$ cat src/rtl/alu_issue_stage.sv
// alu_issue_stage
//   Single-issue front end for an external combinational ALU. An accepted
//   instruction reads its two operands from a small register file, presents
//   them to the ALU for one cycle, writes the ALU result back into the
//   register file and offers it on a valid/ready result port.
//
// Ports
//   clk, rst_n                      clock, asynchronous active-low reset
//   in_valid, in_ready              instruction handshake
//   in_op, in_dst, in_srca, in_srcb ALU select code and register indices
//   wr_en, wr_addr, wr_data         direct register load, usable in any state
//   alu_a, alu_b, alu_sel           operands and select to the external ALU
//   alu_res                         combinational result from the external ALU
//   out_valid, out_ready            result handshake
//   out_data, out_dst, out_zero     result value, destination index, zero flag
module alu_issue_stage #(
  parameter int WIDTH = 6,
  parameter int NREG  = 4
) (
  input  logic             clk,
  input  logic             rst_n,
  input  logic             in_valid,
  output logic             in_ready,
  input  logic [3:0]       in_op,
  input  logic [1:0]       in_dst,
  input  logic [1:0]       in_srca,
  input  logic [1:0]       in_srcb,
  input  logic             wr_en,
  input  logic [1:0]       wr_addr,
  input  logic [WIDTH-1:0] wr_data,
  output logic [WIDTH-1:0] alu_a,
  output logic [WIDTH-1:0] alu_b,
  output logic [3:0]       alu_sel,
  input  logic [WIDTH-1:0] alu_res,
  output logic             out_valid,
  input  logic             out_ready,
  output logic [WIDTH-1:0] out_data,
  output logic [1:0]       out_dst,
  output logic             out_zero
);

  typedef enum logic [1:0] {
    IDLE = 2'd0,
    EXEC = 2'd1,
    RESP = 2'd2
  } state_t;

  state_t           state;
  state_t           state_nxt;
  logic [WIDTH-1:0] rf [NREG];
  logic [1:0]       dst_p1;
  logic             accept_p0;
  logic             wb_p1;

  function automatic logic is_zero(input logic [WIDTH-1:0] v);
    return (v == '0);
  endfunction

  // in_ready is gated by rst_n so it reads low for the whole reset window,
  // not just after the first edge.
  assign in_ready  = (state == IDLE) && rst_n;
  assign accept_p0 = in_valid && in_ready;
  assign wb_p1     = (state == EXEC);
  assign out_valid = (state == RESP);

  always_ff @(posedge clk or negedge rst_n) begin
    if (!rst_n) begin
      state <= IDLE;
    end else begin
      state <= state_nxt;
    end
  end

  always_comb begin
    state_nxt = state;
    case (state)
      IDLE:    if (accept_p0) state_nxt = EXEC;
      EXEC:    state_nxt = RESP;
      RESP:    if (out_ready) state_nxt = IDLE;
      default: state_nxt = IDLE;
    endcase
  end

  // ---- stage 0 -> 1: operand read and issue to the ALU ----
  // Operands are sampled from the register file as it stood before this
  // edge, so a same-edge load or writeback is not seen by the new issue.
  always_ff @(posedge clk or negedge rst_n) begin
    if (!rst_n) begin
      alu_a   <= '0;
      alu_b   <= '0;
      alu_sel <= '0;
      dst_p1  <= '0;
    end else if (accept_p0) begin
      alu_a   <= rf[in_srca];
      alu_b   <= rf[in_srcb];
      alu_sel <= in_op;
      dst_p1  <= in_dst;
    end
  end

  // ---- stage 1 -> 2: result capture ----
  always_ff @(posedge clk or negedge rst_n) begin
    if (!rst_n) begin
      out_data <= '0;
      out_dst  <= '0;
      out_zero <= 1'b0;
    end else if (wb_p1) begin
      out_data <= alu_res;
      out_dst  <= dst_p1;
      out_zero <= is_zero(alu_res);
    end
  end

  // Register file. The writeback assignment comes last so that it wins a
  // same-edge collision with a direct load to the same register.
  always_ff @(posedge clk or negedge rst_n) begin
    if (!rst_n) begin
      for (int i = 0; i < NREG; i++) begin
        rf[i] <= '0;
      end
    end else begin
      if (wr_en) begin
        rf[wr_addr] <= wr_data;
      end
      if (wb_p1) begin
        rf[dst_p1] <= alu_res;
      end
    end
  end

endmodule

$ cat config.mk
export PLATFORM = sky130hd
export DESIGN_NAME = alu_issue_stage
export DESIGN_NICKNAME = d
export VERILOG_FILES = /design/src/rtl/alu_issue_stage.sv
export SDC_FILE = /design/constraint.sdc
export NUM_CORES = 1
export LEC_CHECK = 0
export ABC_AREA = 1
export CAP_MARGIN = 20
export CORE_ASPECT_RATIO = 1.4
export CORE_MARGIN = 2
export CORE_UTILIZATION = 25
export DETAILED_ROUTE_END_ITERATION = 6
export PLACE_DENSITY = 0.42
export REMOVE_ABC_BUFFERS = 1
export SYNTH_ARGS = -nofsm -noshare
export SYNTH_HDL_FRONTEND = slang
export SYNTH_SLANG_ARGS = --single-unit
$ cat constraint.sdc
create_clock -name clk -period 2.7 [get_ports clk]
set_input_delay 0.27 -clock clk [delete_from_list [all_inputs] [get_ports clk]]
set_output_delay 0.27 -clock clk [all_outputs]
set_load 0.1 [all_outputs]
# Word-level counts from Yosys, hierarchy flattened

Index checks and enable logic that the tools add are counted.

Output and inout port bits: 27
Input bits: 29
Memories kept: 0
Bits in latches: 0
Memory bits (read-only): 0
RAM bits: 0
Register bits after elaboration: 53
Logic and storage cells: 50

$mul: 0
Reduce and logical (&&, ||, !) cells: 7
Shift operators: 0
$add $sub $neg: 0
Mux-type cells: 17
Divide/modulo/power cells: 0
Equal/unequal tests: 4
$lt $le $gt $ge: 6
Bitwise logic cells: 4

Operators by type and width:

| cell                                                                    | number |
|---|---|
| 24-bit bitwise mux                                                      | 2 |
| 24-bit 2-to-1 mux                                                       | 2 |
| 6-bit 2-to-1 mux                                                        | 6 |
| 6-bit binary-select mux with 2-bit select                               | 2 |
| 6-bit demux with 2-bit select                                           | 2 |
| 3-bit >= comparator, second input constant                              | 4 |
| 2-bit inverter with 3-bit output                                        | 4 |
| 6-bit logical NOT                                                       | 1 |
| 3-bit by 1-bit < comparator with 1-bit output, second input constant    | 2 |
| 2-bit one-hot mux with 3 select lines                                   | 1 |
| 1-bit logical AND                                                       | 4 |
| 2-bit 2-to-1 mux                                                        | 2 |
| 2-bit by 1-bit equality test with 1-bit output, second input constant   | 1 |
| 2-bit equality test, second input constant                              | 1 |
| 2-bit logical NOT                                                       | 1 |
| 2-bit by 1-bit inequality test with 1-bit output, second input constant | 1 |
| 2-bit inequality test, second input constant                            | 1 |
| 2-bit AND reduction                                                     | 1 |

# Logic depth before layout (Yosys ltp)

Gate-level depths: netlist of run 1.

Word-level depth: 9
Depth in mapped cells: 7

# Least setup slack after synthesis of run 1

Ideal clock, no wire load.

Path kind: reg2reg
From: register state[0]
To: register state[1]
Stages on the path, launching flop included: 4
Data required time: 2.616 ns
Period minus slack after synthesis: 2.010 ns
Setup time: 0.084 ns
Data arrival time: 1.925 ns
Path slack: 0.690 ns
Path buffers: 0
Path through: dfrtp_1 -> nor2_1 -> inv_1 -> o21ai_0

RTL lines:

| item                                                              | line | RTL |
|---|---|---|
| from (decl)                                                       | 48   | `state_t state;` |
| from (signal assigned)                                            | 70   | `state <= state_nxt;` |
| 2-bit equality test (*)                                           | -    |  |
| net out_valid                                                     | 35   | `output logic out_valid,` |
| 2-bit by 1-bit inequality test with 1-bit output (no source line) | -    |  |
| 2-bit AND reduction (no source line)                              | -    |  |

The timed path passes the listed nets; every way through them passes the cells marked *.
A chain may end at the register's enable or synchronous reset.

# Worst setup path after layout of run 1

From: input port wr_addr[0]
To: register rf[10] in the netlist's numbering

Cells in the longest elaborated chain, start to end: 9

RTL lines:

| item                                                                                                              | line | RTL |
|---|---|---|
| from (decl)                                                                                                       | 29   | `input logic [1:0] wr_addr,` |
| 2-bit inverter with 3-bit output (implied by the code) (*)                                                        | 123  | `rf[wr_addr] <= wr_data;` |
| 3-bit >= comparator (implied by the code) / 3-bit by 1-bit < comparator with 1-bit output (equally long branches) | 123  |  |
| 1-bit logical AND (implied by the code)                                                                           | 123  |  |
| 6-bit 2-to-1 mux (implied by the code)                                                                            | 123  |  |
| 6-bit demux with 2-bit select (*)                                                                                 | 123  |  |
| 24-bit bitwise mux (*)                                                                                            | 123  |  |
| 24-bit 2-to-1 mux (*)                                                                                             | 122  | `if (wr_en) begin` |
| 24-bit bitwise mux                                                                                                | 126  | `rf[dst_p1] <= alu_res;` |
| 24-bit 2-to-1 mux (*)                                                                                             | 125  | `if (wb_p1) begin` |
| to (signal, indexed assignment)                                                                                   | 123  |  |
| to (signal, indexed assignment)                                                                                   | 126  |  |
| to (decl)                                                                                                         | 50   | `logic [WIDTH-1:0] rf [NREG];` |

Mark *: on every way between the ends. The rest lies on a longest branch, timed or not.

==> flow_summary.json, run 1 <==
{
  "synth-seq-cells": 53,
  "netlist_area_um2": 2920,
  "diodes": 0,
  "pwr-share-comb": 0.504,
  "route.detailed.wl_per_inst_um": 14.8,
  "max-slew-margin-rel": 0.528,
  "outcome": "finished, final reports clean",
  "ioPinCount": 56,
  "post-route-drc-count": 0,
  "fraction_of_power_spent_switching_nets": 0.506,
  "vdd_drop_max_v": 0.000387,
  "viasPerCell": 4.46,
  "sequential_to_total_area_share_from_yosys_stat": 0.454,
  "synthDistinctLibCells": 21,
  "synth_cells": 412,
  "numCtsBuffers": 5,
  "p_int_mw": 1.78,
  "largest_net_degree_at_the_start_of_global_routing": 54,
  "pwr-share-seq": 0.319,
  "final.min_clock_period_ps": 1560,
  "max-clock-path-buffers": 2,
  "timing.setup.critical_path_class": "input port to flop",
  "layout-drive-gt1-share": 0.127,
  "mostFrequentLayoutCells": "sky130_fd_sc_hd__nand2_1 (205), sky130_fd_sc_hd__nand3_1 (57), sky130_fd_sc_hd__dfrtp_1 (53), sky130_fd_sc_hd__inv_1 (43), sky130_fd_sc_hd__buf_4 (29)",
  "clock_skew_ps": 3.18,
  "drt-initial-drc-count": 143,
  "critical_path.endpoint_type": "flop",
  "groute.usage.overall": 0.150,
  "dp_slack_ps": 837,
  "timing.final.max_slew_violations": 0,
  "synthesis.yosys.warnings": 0,
  "crit_required_ps": 2890,
  "rows": 46,
  "final.setup.tns_ps": 0,
  "yosys.area.top_type": "sky130_fd_sc_hd__dfrtp_1",
  "detailedPlacementHpwl_um": 6720,
  "clkSlewWorstSetupHoldPaths_ps": 70,
  "area_growth_pct": 24.9,
  "worst_r2r_path_depth": 6,
  "cts_hold_repair.buffers": 0,
  "start_util": 0.257,
  "min-delay-path-class": "input port to async pin",
  "drt-pass1-iter-count": 6,
  "place.gp.congestion": 0.880,
  "timing.fmax_ghz": 0.643,
  "p_per_area_nw_per_um2": 985,
  "timing_worst_slew_pin_value_ps": 708,
  "yosys-top-cells-area": "sky130_fd_sc_hd__dfrtp_1 (45%), sky130_fd_sc_hd__nand2_1 (26%), sky130_fd_sc_hd__nand3_1 (9.8%)",
  "p_leak_nw": 1.94,
  "clockRootBuffer": "sky130_fd_sc_hd__clkbuf_16",
  "worstPathMaxFanout": 12,
  "timing.final.hold_violations": 0,
  "power_switching_mw": 1.82,
  "vias_after_detailed_routing": 2718,
  "detail_route.wirelength_um": 9030,
  "grt_overflow": 0,
  "cts_resized": 0,
  "place.port_buffers": 55,
  "share_of_total_power_in_the_clock_network": 0.177,
  "finalHoldWorstSlack_ps": 186,
  "synth.avg_cell_area_um2": 7.10,
  "cts_tree": "yes",
  "final_common_cell": "sky130_fd_sc_hd__nand2_1",
  "worstReg2RegStart": "state[0]",
  "clock_latency_on_the_worst_skew_pair_ps": 290,
  "cp-start-kind": "input port",
  "die_y_um": 132,
  "worst_slack_ps": 1140,
  "ctsHtreeMaxLevel": 2,
  "place_area_um2": 3510,
  "yosys.area.top_type_share": 0.454,
  "r2r-end": "rf[14]",
  "cp.arrival_ps": 1750,
  "via_count_of_the_first_global_routing_pass": 2615,
  "ff2ff_setup_slack_ps": 1400,
  "grt_pass1_wl_um": 14500,
  "layout.cell_area.non_filler_um2": 3650,
  "core_area_um2": 11400,
  "filler_instances": 1261,
  "nets": 493,
  "drtAntennaViolNets": 0,
  "post_cts.repair.setup_buffers": 0,
  "cts.sinks": 53,
  "initial_antenna_violation_count": 0,
  "max_cap_violations": 0,
  "setup_viol_count_final": 0,
  "timing.final.crit_share": 0.576,
  "grt_setup_unrepaired": "false",
  "floorplan.die.width_um": 95.4,
  "fp.dieArea_um2": 12600
}
-- kinds of logic after synthesis --
| kind of cell | after synthesis | share of synthesized area |
|---|---|---|
| AO/OA/AOI/OAI | 14 | 0.0248 |
| buffers and inverters | 65 | 0.100 |
| flip-flops | 53 | 0.454 |
| AND/OR/NAND/NOR | 280 | 0.421 |
-- flip-flops by register name (all words and copies together) (netlist names) --
| signal | cells |
|---|---|
| alu_b | 6 |
| rf | 24 |
| alu_a | 6 |
| alu_sel | 4 |
| dst_p1 | 2 |
| out_dst | 2 |
| out_data | 6 |
| out_zero | 1 |
| state | 2 |
-- routing by layer --
layer	share of wire	vias to the layer above	routed length [µm]	track usage
met4	0.013	0	116	0.0476
met3	0.048	7	431	0.0280
met1	0.43	1273	3870	0.189
met5	0	-	0	0
li1	-	1369	-	-
met2	0.51	69	4600	0.257
-- power by group through the flow --
stage / combinational (mW) / clock [mW] / sequential (mW)
3_3_place_gp: 1.82 / 0 / 1.16
6_report: 1.81 / 0.637 / 1.15
3_5_place_dp: 1.82 / 0 / 1.16
5_1_grt: 1.95 / 0.701 / 1.18
4_1_cts: 1.83 / 0.668 / 1.15
2_1_floorplan: 0.521 / 0 / 1.99
-- Yosys cell counts (all sizes together) --
cell type,number
or2,1
nor2,5
nand4,3
dfrtp,53
buf,12
o21ai,13
o21a,1
nand3,65
clkinv,3
inv,50
nand2,206
-- worst max-delay path, stage by stage --
cell and delay, ps:
sky130_fd_sc_hd__clkdlybuf4s50_1 800, sky130_fd_sc_hd__inv_2 180, sky130_fd_sc_hd__nand3_1 260, sky130_fd_sc_hd__nand2_1 90
sky130_fd_sc_hd__nand3_1 90, sky130_fd_sc_hd__nand2_1 50
-- stage by stage --
step           cells   util  power (mW)
6_report         609  0.320        3.60
2_1_floorplan    400      -        2.51
3_5_place_dp     601  0.308        2.99
5_1_grt          609  0.320        3.83
4_1_cts          609  0.320        3.65
3_3_place_gp     601  0.308        2.98
-- layout make-up --
cell class	instances	area, µm²	share of cell area
clock inverters	2	10.0	0.00274
multi-input cells	294	1310	0.357
repair buffers	57	493	0.135
well taps	144	180	0.0493
inverters	53	208	0.0569
clock buffers	6	129	0.0353
flip-flops and latches	53	1330	0.363
-- worst max-delay path by stage --
stage	startpoint	end	cells past startpoint
4_1_cts	wr_addr[0]	rf[10]	6
3_3_place_gp	wr_addr[0]	rf[7]	6
5_1_grt	wr_addr[0]	rf[3]	5
2_1_floorplan	state[0]	state[1]	3
6_report	wr_addr[0]	rf[10]	6
3_5_place_dp	wr_addr[0]	rf[10]	6
No activity file was read; power rests on OpenSTA's default activity.
==> run 2, diff against run 1 <==
==> constraint.sdc (replaced) <==
create_clock -name clk -period 1.6 [get_ports clk]
set_input_delay 0.16 -clock clk [delete_from_list [all_inputs] [get_ports clk]]
set_output_delay 0.16 -clock clk [all_outputs]
set_load 0.1 [all_outputs]
==> run 2 against run 1 <==
  * Global-route usage is 0.26 points lower
  * Count of clock-buffer cells in the layout is 1 higher
  * Worst setup slack worse by 870 ps
  * Via count is 0.33% higher
  * Routed wire length is 2.5% lower
  * First-iteration DRC count is 38% higher
  * Critical endpoint is now out_valid
  * Highest routed layer unchanged
==> flow_summary.json, run 2 (same netlist as run 1, synthesis figures left out) <==
{
  "outcome": "finished, final reports clean",
  "fp.dieArea_um2": 12600,
  "met3WireLength_um": 468,
  "post_cts.repair.setup_buffers": 0,
  "finalHoldWorstSlack_ps": 40.1,
  "via_count_of_the_first_global_routing_pass": 2738,
  "timing.final.hold_violations": 0,
  "vdd_drop_max_v": 0.000777,
  "ff2ff_setup_slack_ps": 370,
  "registers.top_by_ff_count": "rf",
  "max-clock-path-buffers": 2,
  "clockRootBuffer": "sky130_fd_sc_hd__clkbuf_16",
  "place.port_buffers": 55,
  "initial_antenna_violation_count": 0,
  "drt-initial-drc-count": 198,
  "core_area_um2": 11400,
  "clock_latency_on_the_worst_skew_pair_ps": 290,
  "numCtsBuffers": 5,
  "detailedPlacementHpwl_um": 6660,
  "cp.arrival_ps": 1160,
  "die_y_um": 132,
  "ioPinCount": 56,
  "vias_after_detailed_routing": 2727,
  "ctsHtreeMaxLevel": 2,
  "grt_setup_unrepaired": "false",
  "mostFrequentLayoutCells": "sky130_fd_sc_hd__nand2_1 (205), sky130_fd_sc_hd__nand3_1 (57), sky130_fd_sc_hd__dfrtp_1 (53), sky130_fd_sc_hd__inv_1 (43)",
  "worst_slack_ps": 278,
  "met2RoutedLength_um": 4280,
  "layout.cells.non_filler": 618,
  "top_signal_layer_used": "met4",
  "timing_worst_slew_pin_value_ps": 677,
  "min-delay-path-class": "input port to async pin",
  "place_inst": 610,
  "r2r-end": "alu_sel[2]",
  "groute.usage.overall": 0.148,
  "worst_r2r_path_depth": 6,
  "p_leak_nw": 2.09,
  "start_util": 0.257,
  "cts_tree": "yes",
  "final.setup.tns_ps": 0,
  "drt-pass1-iter-count": 4,
  "grt_overflow": 0,
  "place_area_um2": 3920,
  "final.min_clock_period_ps": 1320,
  "worstReg2RegStart": "state[0]",
  "cp-start-kind": "flop",
  "largest_reg_flops": 24,
  "cts_hold_repair.buffers": 0,
  "critical_path.endpoint_type": "output port",
  "max_cap_violations": 0,
  "p_per_area_nw_per_um2": 1650,
  "floorplan.die.width_um": 95.4,
  "area_growth_pct": 38.8,
  "post-layout-total-power_mw": 6.69,
  "viasPerCell": 4.41,
  "cts_resized": 0,
  "timing.final.max_slew_violations": 0,
  "place.gp.congestion": 0.883,
  "cts.sinks": 53,
  "dp_slack_ps": 123,
  "largest_net_degree_at_the_start_of_global_routing": 54,
  "rows": 46,
  "timing.setup.critical_path_class": "flop to output port",
  "post-route-drc-count": 0,
  "clkSlewWorstSetupHoldPaths_ps": 70,
  "max-slew-margin-rel": 0.548,
  "grt_pass1_wl_um": 14400,
  "drtAntennaViolNets": 0,
  "fin_util": 0.356,
  "nets": 502,
  "diodes": 0,
  "timing.fmax_ghz": 0.756,
  "met1_wl_um": 3620,
  "clock_skew_ps": 5.75,
  "setup_viol_count_final": 0,
  "detail_route.wirelength_um": 8800,
  "crit_required_ps": 1440,
  "layout.cell_area.non_filler_um2": 4060,
  "layout-drive-gt1-share": 0.141,
  "final_common_cell": "sky130_fd_sc_hd__nand2_1",
  "route.detailed.wl_per_inst_um": 14.2,
  "timing.final.crit_share": 0.826,
  "worstPathMaxFanout": 3
}
[run 2: cell types whose count changed in the layout (fill, tap and decap cells not counted)]
| cell | change |
|---|---|
| sky130_fd_sc_hd__buf_4 | -18 |
| sky130_fd_sc_hd__clkbuf_1 | +1 |
| sky130_fd_sc_hd__clkinv_2 | -2 |
| sky130_fd_sc_hd__clkinvlp_4 | +1 |
| sky130_fd_sc_hd__buf_12 | +27 |
[run 2: how the worst max path moves through the flow]
stage	to	depth (start not counted)	slack, ps	start
after floorplan	state[1]	3	-410	state[0]
after global placement	rf[8]	6	110	wr_addr[1]
after detailed placement	rf[8]	6	120	wr_addr[1]
after CTS	out_valid	2	260	state[0]
after global routing	rf[4]	7	240	state[1]
final	out_valid	2	280	state[0]
[run 2: worst max-delay path, stage by stage (launching register included)]
cell and delay [ps]:
sky130_fd_sc_hd__dfrtp_1 410, sky130_fd_sc_hd__nor2_1 250, sky130_fd_sc_hd__buf_12 210
[run 2: layer usage]
metal	global-route usage	vias to the layer above
met4	0.0794	0
li1	-	1380
met1	0.187	1242
met2	0.237	79
met5	0	-
met3	0.0252	26
[run 2: final cells by class]
class	count	area (µm²)
inverter	53	208
clock buffer	7	133
fill	1245	7340
timing repair buffer	66	898
multi-input combinational	294	1310
clock inverter	1	7.51
sequential	53	1330
tap	144	180
[run 2: power by group]
part | internal, mW | switching, mW | total (mW)
clock network | 0.583 | 0.491 | 1.07
logic | 1.21 | 2.36 | 3.57
registers | 1.74 | 0.302 | 2.04
==> run 3, diff against run 2 <==
==> constraint.sdc (replaced) <==
create_clock -name clk -period 1.4 [get_ports clk]
set_input_delay 0.14 -clock clk [delete_from_list [all_inputs] [get_ports clk]]
set_output_delay 0.14 -clock clk [all_outputs]
set_load 0.1 [all_outputs]
==> run 3 against run 2 <==
  * Non-clock buffer count rose by 11
  * Clock skew fell by 0.98 ps
  * Global-route usage rose by 0.23 points
  * Register-to-register slack got worse by 200 ps
  * Sequential share of layout area fell by 0.86 points
  * Sequential power rose by 14%
  * Combinational power rose by 15%
  * Worst setup slack got worse by 190 ps
  * Critical endpoint is now in_ready
  * Clock power rose by 9%
  * Critical path type unchanged
==> flow_summary.json, run 3 (same netlist as run 1, synthesis figures left out) <==
{
  "registers.top_by_ff_count": "rf",
  "cts_tree": "yes",
  "nets": 513,
  "ioPinCount": 56,
  "cts_resized": 0,
  "via_count_of_the_first_global_routing_pass": 2784,
  "max_cap_violations": 0,
  "grt_setup_unrepaired": "false",
  "detailedPlacementHpwl_um": 6740,
  "detail_route.wirelength_um": 8800,
  "timing.final.max_slew_violations": 0,
  "layout.cell_area.non_filler_um2": 4170,
  "clockRootBuffer": "sky130_fd_sc_hd__clkbuf_16",
  "min-delay-path-class": "input port to async pin",
  "place_inst": 621,
  "share_of_total_power_in_the_clock_network": 0.154,
  "ctsHtreeMaxLevel": 2,
  "place_area_um2": 4040,
  "timing_worst_slew_pin_value_ps": 696,
  "final_common_cell": "sky130_fd_sc_hd__nand2_1",
  "timing.final.crit_share": 0.941,
  "viasPerCell": 4.39,
  "drt-initial-drc-count": 154,
  "place.port_buffers": 55,
  "floorplan.die.width_um": 95.4,
  "cts.sinks": 53,
  "clkSlewWorstSetupHoldPaths_ps": 60,
  "fp.dieArea_um2": 12600,
  "rows": 46,
  "grt_pass1_wl_um": 14600,
  "initial_antenna_violation_count": 0,
  "layout-drive-gt1-share": 0.161,
  "start_util": 0.257,
  "timing.setup.critical_path_class": "flop to output port",
  "critical_path.cell_chain": "inv_1 -> nand3_2 -> inv_1 -> buf_12",
  "outcome": "finished, final reports clean",
  "max-slew-margin-rel": 0.536,
  "path_common_cell": "sky130_fd_sc_hd__inv_1",
  "groute.usage.overall": 0.150,
  "p_int_mw": 4.04,
  "place.gp.congestion": 0.871,
  "r2r-end": "rf[7]",
  "worstPathMaxFanout": 3,
  "cp-start-kind": "flop",
  "cts_hold_repair.buffers": 0,
  "max-clock-path-buffers": 2,
  "area_growth_pct": 42.5,
  "grt_overflow": 0,
  "p_leak_nw": 2.15,
  "vias_after_detailed_routing": 2750,
  "critical-path-slowest-cell": "sky130_fd_sc_hd__dfrtp_1",
  "core_area_um2": 11400,
  "cp.arrival_ps": 1180,
  "setup_viol_count_final": 0,
  "fin_util": 0.366,
  "route.detailed.wl_per_inst_um": 14.0,
  "fraction_of_power_spent_switching_nets": 0.468,
  "timing.fmax_ghz": 0.759,
  "crit_required_ps": 1260,
  "p_per_area_nw_per_um2": 1830,
  "diodes": 0,
  "mostFrequentLayoutCells": "sky130_fd_sc_hd__nand2_1 (205), sky130_fd_sc_hd__nand3_1 (57), sky130_fd_sc_hd__dfrtp_1 (53), sky130_fd_sc_hd__inv_1 (43), sky130_fd_sc_hd__buf_12 (30)",
  "post-layout-total-power_mw": 7.61,
  "vdd_drop_max_v": 0.000666,
  "post_cts.repair.setup_buffers": 0,
  "worstReg2RegStart": "state[0]",
  "ff2ff_setup_slack_ps": 170,
  "critical_path.endpoint_type": "output port",
  "layout.cells.non_filler": 627,
  "timing.final.hold_violations": 0,
  "drt-pass1-iter-count": 4,
  "final.min_clock_period_ps": 1320,
  "power_switching_mw": 3.56,
  "cp_slowest_stage_delay_ps": 420,
  "final.setup.tns_ps": 0,
  "die_y_um": 132,
  "post-route-drc-count": 0,
  "largest_reg_flops": 24,
  "numCtsBuffers": 5,
  "clock_latency_on_the_worst_skew_pair_ps": 290,
  "clock_skew_ps": 4.77,
  "pwr-share-seq": 0.306,
  "pwr-share-comb": 0.540,
  "worst_r2r_path_depth": 6,
  "largest_net_degree_at_the_start_of_global_routing": 54,
  "drtAntennaViolNets": 0
}
-- run 3: critical path, delay by kind of cell, from the launching register on --
kind | cells | cell delay (ps)
DFF | 1 | 420
buffers and inverters | 3 | 370
and+or+nand+nor | 1 | 100
-- run 3: per-stage QoR --
| step | setup slack [ps] | hold WS (ps) |
|---|---|---|
| after floorplan | -610 | -156 |
| after global placement | -31.9 | 404 |
| after detailed placement | -47.2 | 392 |
| after CTS | 63.8 | 69.8 |
| after global routing | 26.3 | 108 |
| final | 82.8 | 50.2 |
-- run 3: how the worst max path moves through the flow --
stage	startpoint	to	slack, ps	cells past startpoint
6_report	state[0]	in_ready	80	4
2_1_floorplan	state[0]	state[1]	-610	3
3_3_place_gp	wr_addr[1]	rf[7]	-30	6
5_1_grt	state[0]	out_valid	30	2
3_5_place_dp	wr_addr[1]	rf[7]	-50	6
4_1_cts	state[0]	in_ready	60	4
-- run 3: power by group through the flow --
stage | clock, mW | sequential [mW] | combinational [mW]
after global routing | 1.28 | 2.37 | 4.40
after global placement | 0 | 2.36 | 4.11
after floorplan | 0 | 3.84 | 1.01
final | 1.17 | 2.33 | 4.11
after CTS | 1.23 | 2.33 | 4.15
after detailed placement | 0 | 2.36 | 4.14
-- run 3: cell type report --
| class | instances | area [µm²] |
|---|---|---|
| repair buffers | 77 | 1020 |
| inverters | 53 | 208 |
| clock inverters | 1 | 5.00 |
| multi-input cells | 294 | 1310 |
| well taps | 144 | 180 |
| flip-flops and latches | 53 | 1330 |
| clock buffers | 5 | 125 |
| fillers | 1218 | 7230 |
-- run 3: metal layers --
layer | part of all wire | track usage
met1 | 0.42 | 0.189
met2 | 0.50 | 0.247
met3 | 0.050 | 0.0274
met4 | 0.027 | 0.0675
met5 | 0 | 0
